--- src/rtl/sd_read_arbiter_if.sv ---
// Signal bundle between the two block-read requesters, the arbiter and sd_controller.
interface sd_read_arbiter_if;
  logic        req_a;
  logic        req_b;
  logic [31:0] addr_a;
  logic [31:0] addr_b;
  logic        ack_a;
  logic        ack_b;
  logic [7:0]  rd_data;
  logic        valid_a;
  logic        valid_b;
  logic        done_a;
  logic        done_b;
  logic        err_a;
  logic        err_b;
  logic        busy;
  logic        sd_rd;
  logic [31:0] sd_address;
  logic [7:0]  sd_dout;
  logic        sd_byte_avail;
  logic        sd_ready;

  modport slave (
    input  req_a, req_b, addr_a, addr_b, sd_dout, sd_byte_avail, sd_ready,
    output ack_a, ack_b, rd_data, valid_a, valid_b, done_a, done_b,
           err_a, err_b, busy, sd_rd, sd_address
  );

  modport master (
    output req_a, req_b, addr_a, addr_b, sd_dout, sd_byte_avail, sd_ready,
    input  ack_a, ack_b, rd_data, valid_a, valid_b, done_a, done_b,
           err_a, err_b, busy, sd_rd, sd_address
  );
endinterface

--- src/rtl/sd_read_arbiter.sv ---
// Round-robin arbiter sharing one sd_controller between two block-read requesters,
// with per-block byte counting, byte routing and a watchdog.
module sd_read_arbiter #(
  parameter int BLOCK_BYTES = 512,
  parameter int TIMEOUT     = 1048576
) (
  input  logic              clk_25mhz,
  input  logic              rst,
  sd_read_arbiter_if.slave  bus
);
  localparam int CW = $clog2(BLOCK_BYTES + 1);
  localparam int WW = $clog2(TIMEOUT + 1);
  localparam logic [CW-1:0] BLOCK_CNT = CW'(BLOCK_BYTES);
  localparam logic [WW-1:0] WDOG_MAX  = WW'(TIMEOUT);
  localparam logic OWNER_A = 1'b0;
  localparam logic OWNER_B = 1'b1;

  typedef enum logic [2:0] {IDLE, ISSUE, XFER, DONE, FAIL} state_t;

  state_t        state, state_next;
  logic          owner, owner_next;
  logic          last_grant, last_grant_next;
  logic [CW-1:0] byte_cnt, byte_cnt_next;
  logic [WW-1:0] wdog, wdog_next, wdog_inc;
  logic          byte_prev;
  logic          byte_edge;
  logic          ack_a_next, ack_b_next;
  logic          valid_a_next, valid_b_next;
  logic          done_a_next, done_b_next;
  logic          err_a_next, err_b_next;
  logic          sd_rd_next;
  logic [31:0]   sd_address_next;
  logic [7:0]    rd_data_next;

  // sd_controller may hold byte_available for several cycles; only its rising edge is a byte
  assign byte_edge = bus.sd_byte_avail & ~byte_prev;
  assign wdog_inc  = (wdog == WDOG_MAX) ? wdog : wdog + 1'b1;
  assign bus.busy  = (state != IDLE);

  always_comb begin
    state_next      = state;
    owner_next      = owner;
    last_grant_next = last_grant;
    byte_cnt_next   = byte_cnt;
    wdog_next       = wdog;
    sd_rd_next      = bus.sd_rd;
    sd_address_next = bus.sd_address;
    rd_data_next    = bus.rd_data;
    ack_a_next      = 1'b0;
    ack_b_next      = 1'b0;
    valid_a_next    = 1'b0;
    valid_b_next    = 1'b0;
    done_a_next     = 1'b0;
    done_b_next     = 1'b0;
    err_a_next      = 1'b0;
    err_b_next      = 1'b0;
    case (state)
      IDLE: begin
        if (bus.sd_ready && (bus.req_a || bus.req_b)) begin
          if (bus.req_a && bus.req_b) owner_next = ~last_grant;
          else                        owner_next = bus.req_b ? OWNER_B : OWNER_A;
          ack_a_next      = (owner_next == OWNER_A);
          ack_b_next      = (owner_next == OWNER_B);
          sd_address_next = (owner_next == OWNER_B) ? bus.addr_b : bus.addr_a;
          sd_rd_next      = 1'b1;
          byte_cnt_next   = '0;
          wdog_next       = '0;
          state_next      = ISSUE;
        end
      end
      ISSUE: begin
        wdog_next = wdog_inc;
        if (!bus.sd_ready) begin
          sd_rd_next = 1'b0;
          wdog_next  = '0;
          state_next = XFER;
        end else if (wdog_inc == WDOG_MAX) begin
          sd_rd_next = 1'b0;
          state_next = FAIL;
        end
      end
      XFER: begin
        wdog_next = wdog_inc;
        if (byte_edge) begin
          wdog_next = '0;
          // bytes beyond a full block are swallowed so the requester never overruns
          if (byte_cnt < BLOCK_CNT) begin
            rd_data_next  = bus.sd_dout;
            valid_a_next  = (owner == OWNER_A);
            valid_b_next  = (owner == OWNER_B);
            byte_cnt_next = byte_cnt + 1'b1;
          end
        end
        if (bus.sd_ready)                            state_next = (byte_cnt == BLOCK_CNT) ? DONE : FAIL;
        else if (!byte_edge && wdog_inc == WDOG_MAX) state_next = FAIL;
      end
      DONE: begin
        done_a_next     = (owner == OWNER_A);
        done_b_next     = (owner == OWNER_B);
        last_grant_next = owner;
        state_next      = IDLE;
      end
      FAIL: begin
        done_a_next     = (owner == OWNER_A);
        done_b_next     = (owner == OWNER_B);
        err_a_next      = (owner == OWNER_A);
        err_b_next      = (owner == OWNER_B);
        last_grant_next = owner;
        state_next      = IDLE;
      end
      default: state_next = IDLE;
    endcase
  end

  always_ff @(posedge clk_25mhz) begin
    if (rst) begin
      state          <= IDLE;
      owner          <= OWNER_A;
      last_grant     <= OWNER_B;
      byte_cnt       <= '0;
      wdog           <= '0;
      byte_prev      <= 1'b0;
      bus.ack_a      <= 1'b0;
      bus.ack_b      <= 1'b0;
      bus.valid_a    <= 1'b0;
      bus.valid_b    <= 1'b0;
      bus.done_a     <= 1'b0;
      bus.done_b     <= 1'b0;
      bus.err_a      <= 1'b0;
      bus.err_b      <= 1'b0;
      bus.sd_rd      <= 1'b0;
      bus.sd_address <= '0;
      bus.rd_data    <= '0;
    end else begin
      state          <= state_next;
      owner          <= owner_next;
      last_grant     <= last_grant_next;
      byte_cnt       <= byte_cnt_next;
      wdog           <= wdog_next;
      byte_prev      <= bus.sd_byte_avail;
      bus.ack_a      <= ack_a_next;
      bus.ack_b      <= ack_b_next;
      bus.valid_a    <= valid_a_next;
      bus.valid_b    <= valid_b_next;
      bus.done_a     <= done_a_next;
      bus.done_b     <= done_b_next;
      bus.err_a      <= err_a_next;
      bus.err_b      <= err_b_next;
      bus.sd_rd      <= sd_rd_next;
      bus.sd_address <= sd_address_next;
      bus.rd_data    <= rd_data_next;
    end
  end
endmodule
--- src/flat_wrapper.sv ---
// flat-port wrapper written by rule: the top's interface ports become plain ports
module sd_read_arbiter_flat 
#(
  parameter int BLOCK_BYTES = 512,
  parameter int TIMEOUT     = 1048576
)
  (clk_25mhz, rst, bus_req_a, bus_req_b, bus_addr_a, bus_addr_b, bus_sd_dout, bus_sd_byte_avail, bus_sd_ready, bus_ack_a, bus_ack_b, bus_rd_data, bus_valid_a, bus_valid_b, bus_done_a, bus_done_b, bus_err_a, bus_err_b, bus_busy, bus_sd_rd, bus_sd_address);
  sd_read_arbiter_if bus_i ();
  input  logic clk_25mhz;
  input  logic rst;
  input wire logic [$bits(bus_i.req_a)-1:0] bus_req_a;
  input wire logic [$bits(bus_i.req_b)-1:0] bus_req_b;
  input wire logic [$bits(bus_i.addr_a)-1:0] bus_addr_a;
  input wire logic [$bits(bus_i.addr_b)-1:0] bus_addr_b;
  input wire logic [$bits(bus_i.sd_dout)-1:0] bus_sd_dout;
  input wire logic [$bits(bus_i.sd_byte_avail)-1:0] bus_sd_byte_avail;
  input wire logic [$bits(bus_i.sd_ready)-1:0] bus_sd_ready;
  output wire logic [$bits(bus_i.ack_a)-1:0] bus_ack_a;
  output wire logic [$bits(bus_i.ack_b)-1:0] bus_ack_b;
  output wire logic [$bits(bus_i.rd_data)-1:0] bus_rd_data;
  output wire logic [$bits(bus_i.valid_a)-1:0] bus_valid_a;
  output wire logic [$bits(bus_i.valid_b)-1:0] bus_valid_b;
  output wire logic [$bits(bus_i.done_a)-1:0] bus_done_a;
  output wire logic [$bits(bus_i.done_b)-1:0] bus_done_b;
  output wire logic [$bits(bus_i.err_a)-1:0] bus_err_a;
  output wire logic [$bits(bus_i.err_b)-1:0] bus_err_b;
  output wire logic [$bits(bus_i.busy)-1:0] bus_busy;
  output wire logic [$bits(bus_i.sd_rd)-1:0] bus_sd_rd;
  output wire logic [$bits(bus_i.sd_address)-1:0] bus_sd_address;
  assign bus_i.req_a = bus_req_a;
  assign bus_i.req_b = bus_req_b;
  assign bus_i.addr_a = bus_addr_a;
  assign bus_i.addr_b = bus_addr_b;
  assign bus_i.sd_dout = bus_sd_dout;
  assign bus_i.sd_byte_avail = bus_sd_byte_avail;
  assign bus_i.sd_ready = bus_sd_ready;
  assign bus_ack_a = bus_i.ack_a;
  assign bus_ack_b = bus_i.ack_b;
  assign bus_rd_data = bus_i.rd_data;
  assign bus_valid_a = bus_i.valid_a;
  assign bus_valid_b = bus_i.valid_b;
  assign bus_done_a = bus_i.done_a;
  assign bus_done_b = bus_i.done_b;
  assign bus_err_a = bus_i.err_a;
  assign bus_err_b = bus_i.err_b;
  assign bus_busy = bus_i.busy;
  assign bus_sd_rd = bus_i.sd_rd;
  assign bus_sd_address = bus_i.sd_address;
  sd_read_arbiter #(.BLOCK_BYTES(BLOCK_BYTES), .TIMEOUT(TIMEOUT)) u_core (.clk_25mhz(clk_25mhz), .rst(rst), .bus(bus_i));
endmodule
--- config.mk ---
export PLATFORM = sky130hd
export DESIGN_NAME = sd_read_arbiter_flat
export DESIGN_NICKNAME = d
export VERILOG_FILES = /design/src/rtl/sd_read_arbiter_if.sv /design/src/rtl/sd_read_arbiter.sv /design/src/flat_wrapper.sv
export SDC_FILE = /design/constraint.sdc
export NUM_CORES = 1
export LEC_CHECK = 0
export ABC_AREA = 1
export CAP_MARGIN = 10
export CORE_MARGIN = 2
export CORE_UTILIZATION = 44
export CTS_BUF_LIST = sky130_fd_sc_hd__clkbuf_8
export DETAILED_ROUTE_END_ITERATION = 7
export GPL_TIMING_DRIVEN = 0
export PLACE_DENSITY = 0.75
export SYNTH_ARGS = -nofsm -noshare
export SYNTH_HDL_FRONTEND = slang
export SYNTH_SLANG_ARGS = --single-unit
--- constraint.sdc ---
create_clock -name clk_25mhz -period 5.7 [get_ports clk_25mhz]
set_input_delay 1.14 -clock clk_25mhz [delete_from_list [all_inputs] [get_ports clk_25mhz]]
set_output_delay 1.14 -clock clk_25mhz [all_outputs]
set_load 0.02 [all_outputs]
Word level (Yosys, flattened, before mapping). Index checks and enable logic that the tools add are counted.

Add/subtract/negate cells: 2. Order comparisons: 1. Equal/unequal tests: 12. Mux-type cells: 25. Bitwise gates (word level): 12. Reductions and logical operators: 21.

Operators with widths (number): $mux W21 (4); $pmux W21 S3 (1); $eq A21 B21 Y1 const B (2); $mux W32 (1); $mux W10 (3); $add A21 B1 Y21 const B (1); $pmux W10 S2 (1); $mux W3 (6); $not A1 Y1 (11); $add A10 B1 Y10 const B (1); $eq A10 B10 Y1 const B (1); $lt A10 B10 Y1 const B (1); $pmux W3 S3 (1); $reduce_and A3 Y1 (3); $mux W1 (7); $eq A3 B2 Y1 const B (2); $ne A2 B1 Y1 const B (3); $ne A3 B2 Y1 const B (2); $reduce_bool A3 Y1 (2); $reduce_or A2 Y1 (3); $reduce_and A2 Y1 (2); $reduce_and A4 Y1 (1); $reduce_bool A2 Y1 (2); $reduce_or A4 Y1 (1); 9 further kinds (11).

Register bits after elaboration: 86. Input port bits: 78. Word-level logic and storage cells: 90.

Logic depth before layout (Yosys ltp).
Depth in word-level cells: 7. Depth in mapped cells: 17. Depth with buffers taken out: 17.

Worst setup path before layout. No wires, ideal clock.

Path kind: input port to flip-flop. Start: input port bus_sd_byte_avail. End: register u_core.byte_cnt[6]. Arrival: 2170 ps. Required time: 5588 ps. Slack: 3418 ps. Stages on the path: 8. Buffers on the path: 0. Cell sequence: inv_1 -> nor2_1 -> nand3_1 -> nand2_2 -> nand3_1 -> nor2_1 -> nand2_1 -> a2111oi_1.

Word-level cells in the longest chain between the ends: 3.

Ends and longest elaborated chain: from (decl) (line flat_wrapper.sv:16) `input wire logic [$bits(bus_i.sd_byte_avail)-1:0] bus_sd_byte_avail;`; $and A1 B1 Y1 (line sd_read_arbiter.sv:36) `assign byte_edge = bus.sd_byte_avail & ~byte_prev;`; $ne A2 B1 Y1 (no line); $reduce_and A4 Y1 (no line); to (signal assigned) (line sd_read_arbiter.sv:138) `byte_cnt <= byte_cnt_next;`; to (decl) (line sd_read_arbiter.sv:23) `logic [CW-1:0] byte_cnt, byte_cnt_next;`.

Every way passes these cells. A chain may end at the register's enable or synchronous reset.

Final worst setup path.
Start: register u_core.state[0]. End: output port bus_busy.

Word-level cells in the longest chain between the ends: 1.

Ends and longest elaborated chain: from (decl) (line sd_read_arbiter.sv:20) `state_t state, state_next;`; from (signal assigned) (line sd_read_arbiter.sv:135) `state <= state_next;`; $reduce_bool A3 Y1 (line sd_read_arbiter.sv:38) `assign bus.busy = (state != IDLE);`; to (decl) (line flat_wrapper.sv:27) `output wire logic [$bits(bus_i.busy)-1:0] bus_busy;`.

Every way passes these cells.

==> results.md <==
- Outcome: complete, no violations
- Crit. End Element: primary output
- Final core utilization: 0.6301
- WS Path Type: flip-flop to primary output
- Core ar.: ~0.0093 mm2
- Die height: just over 100 um
- Post-synthesis sequential area ratio: 0.4072
- HP Class: flip-flop to flip-flop
- Die span in x: 102.0 um
- Global-route wire length before repair: 19840 um
- Largest net degree at the start of global routing: 19
- Port-buffer cells: about 130
- Detailed placement HPWL: between 9000 and 10000 um
- Design Area, Final: slightly below 0.006 mm2
- Synthesized net count: just over 700
- Avg Vias per Cell: about 5.0
- Global route overflow: 0
- I/O pins: approximately 130
- Req. time, crit path: around 4.6 ns
- Post-Route M1 WL: 5427 um
- Initial antenna violation count: 0
- Number of cell rows: 35
- Met3 WL: 752 um
- Final TNS setup: 0 ns
- Unrepaired setup endpoints after global routing: false
- Crit start category: flip-flop
- Net Switching: about 610 uW
- Peak Freq: around 0.33 GHz
- Max-Slew Margin vs Limit: 0.6460
- Syn Area/Cell: ~6.6 um2
- Via count: 4600
- Commonest non-fill, non-tap cells in the layout: nand2_1 (157), clkdlybuf4s50_1 (126), a21oi_1 (94), dfxtp_1 (86), nor2_1 (78)
- Leak pwr: roughly 2.3 nW
- Num CTS Buffers: 9
- CTS Root Cell: clkbuf_8
- Cell internal pwr: roughly 1.1 mW
- Most common cell after layout, fill and taps aside: nand2_1
- Worst Max-Slew Pin Slew: 0.5310 ns
- Routability cong.: about 0.86
- Async SR Flop Fraction: 0
- Initial DRC Count: around 180
- Final Slew Violations: 0
- Met2 wire length: approximately 6000 um
- Vias in the first global route: 4334
- Clock transition at path regs: approximately 0.09 ns
- Fill cell count: between 800 and 900
- Final period util: 0.5267
- Setup-failing EPs final: 0
- Combinational power share: 0.319
- Switch share: 0.3646
- Pwr/cell area: 285.2 mW/mm2
- Clk Latency, worst-skew pair: roughly 0.37 ns
- DRC: 0
- Overall Global Routing Usage: 0.2374
- Clk buf depth: 2
- Worst EP arrival: approximately 1.9 ns
- P&R area growth vs syn: 38.35%
- Post-CTS Resized: 0
- Clock skew: 0.01450 ns
- TritonCTS sink count: 86
- Post-synth cell types: 30
- Most used DFF post-synth: dfxtp_1
- Die area: between 0.01 and 0.015 mm2
- Synth Warn #: 0
- Wirelength per Cell: around 14 um
- Antenna Nets Post-Route: 0
- Drt pass-1 iters: 5
- ANT cells: 0
- Hold_buf cts: 0
- Share of cells above drive strength 1: 0.05627
- Final Net Count: roughly 860
- Cells after Synth: 640
- Post-Route WL: 12460 um
- Post-DP Area: approximately 0.0057 mm2
- Post-synthesis register bit count: 86
- H-Tree Depth: 3
- Setup Buffers After CTS: 0
- Crit path time final: 3.002 ns
- Syn Std Cell Area: between 0.004 and 0.005 mm2
- Clock power frac: 0.260
- DR top layer: met4
- CTS tree: done
- Max cap viols: 0
- Starting density of the core: 0.4554
- Max VDD drop: between 0.15 and 0.2 mV
- Number of synthesized flops with an enable pin: 0
- Crit-path max FO: 5
- Fin. Hold Viols: 0
- Sequential Power Share: 0.422
==> cell type report <==
class / instances / area (um2) / share of cell area
Buffer: 25 / 97.59 / 0.01668
Sequential cell: 86 / 1722 / 0.2943
Tap cell: 129 / 161.4 / 0.02759
Clock inverter: 7 / 75.07 / 0.01283
Inverter: 56 / 211.5 / 0.03615
Multi-Input combinational cell: 473 / 2197 / 0.3756
Clock buffer: 9 / 123.9 / 0.02118
Timing Repair Buffer: 126 / 1261 / 0.2156
==> stage by stage <==
stage,worst slack (ns),hold slack [ns],power (mW),cells
2_1_floorplan,3.418,0.4514,0.9978,640
5_1_grt,2.565,0.5157,1.760,911
3_3_place_gp,2.635,0.4635,1.233,895
3_5_place_dp,2.541,0.4693,1.245,895
6_report,2.698,0.4876,1.668,911
4_1_cts,2.686,0.4927,1.677,911
==> registers in the layout, indices dropped and copies added (netlist names), 3 cells and up <==
name / count
u_core.wdog: 21
u_core.state: 3
u_core.bus.rd_data: 8
u_core.byte_cnt: 10
u_core.bus.sd_address: 32
==> kinds of logic after synthesis <==
group / synth area share
adder cells (fa/ha/maj): 0.01184
AND/OR/NAND/NOR: 0.3173
buffers and inverters: 0.07310
AO/OA/AOI/OAI: 0.1823
flip-flops: 0.4072
XOR/XNOR: 0.008288
==> worst max-delay path, cell delays in order (launching register included) <==
cell,delay (ns)
dfxtp_1,0.36
nor2_1,0.22
inv_1,0.07
nor2_1,0.19
inv_1,0.09
clkdlybuf4s50_1,0.57
==> path summary, 6_finish.rpt <==
kind / depth (start not counted) / to / slack, ns / start
worst min-delay path: 2 / u_core.bus.rd_data[5] / 0.49 / u_core.bus.rd_data[5]
worst min register to register: 2 / u_core.bus.rd_data[5] / 0.49 / u_core.bus.rd_data[5]
worst max register to register: 17 / u_core.state[2] / 3.28 / u_core.wdog[0]
worst max-delay path: 5 / bus_busy / 2.70 / u_core.state[0]
==> cell usage after synthesis, types with 3 or more instances <==
library cell / n / area share
nand2_1: 157 / 0.14
nand2_2: 10 / 0.015
buf_2: 3 / 0.0036
nand3_1: 40 / 0.047
nand4_1: 6 / 0.0089
nor2_4: 3 / 0.0080
nor3b_1: 3 / 0.0053
a21oi_1: 94 / 0.11
nor2_1: 78 / 0.069
dfxtp_1: 86 / 0.41
inv_1: 52 / 0.046
o21ai_0: 50 / 0.059
clkbuf_1: 21 / 0.019
xor2_1: 3 / 0.0062
nor3_1: 6 / 0.0071
nor2_2: 7 / 0.010
ha_1: 4 / 0.012
o21bai_1: 3 / 0.0053
==> per-layer routing <==
layer | track usage | vias to the layer above
met3 | 0.05404 | 27
li1 | - | 2362
met1 | 0.2933 | 2079
met2 | 0.4054 | 132
met4 | 0.08718 | 0
met5 | 0 | -
==> power groups by stage <==
stage	Clock, mW	Combinational, mW	Sequential, mW
6_report	0.433	0.532	0.703
5_1_grt	0.468	0.581	0.711
4_1_cts	0.441	0.534	0.703
3_5_place_dp	0	0.530	0.715
3_3_place_gp	0	0.521	0.712
2_1_floorplan	0	0.223	0.775
No activity file was read; power rests on OpenSTA's default activity.
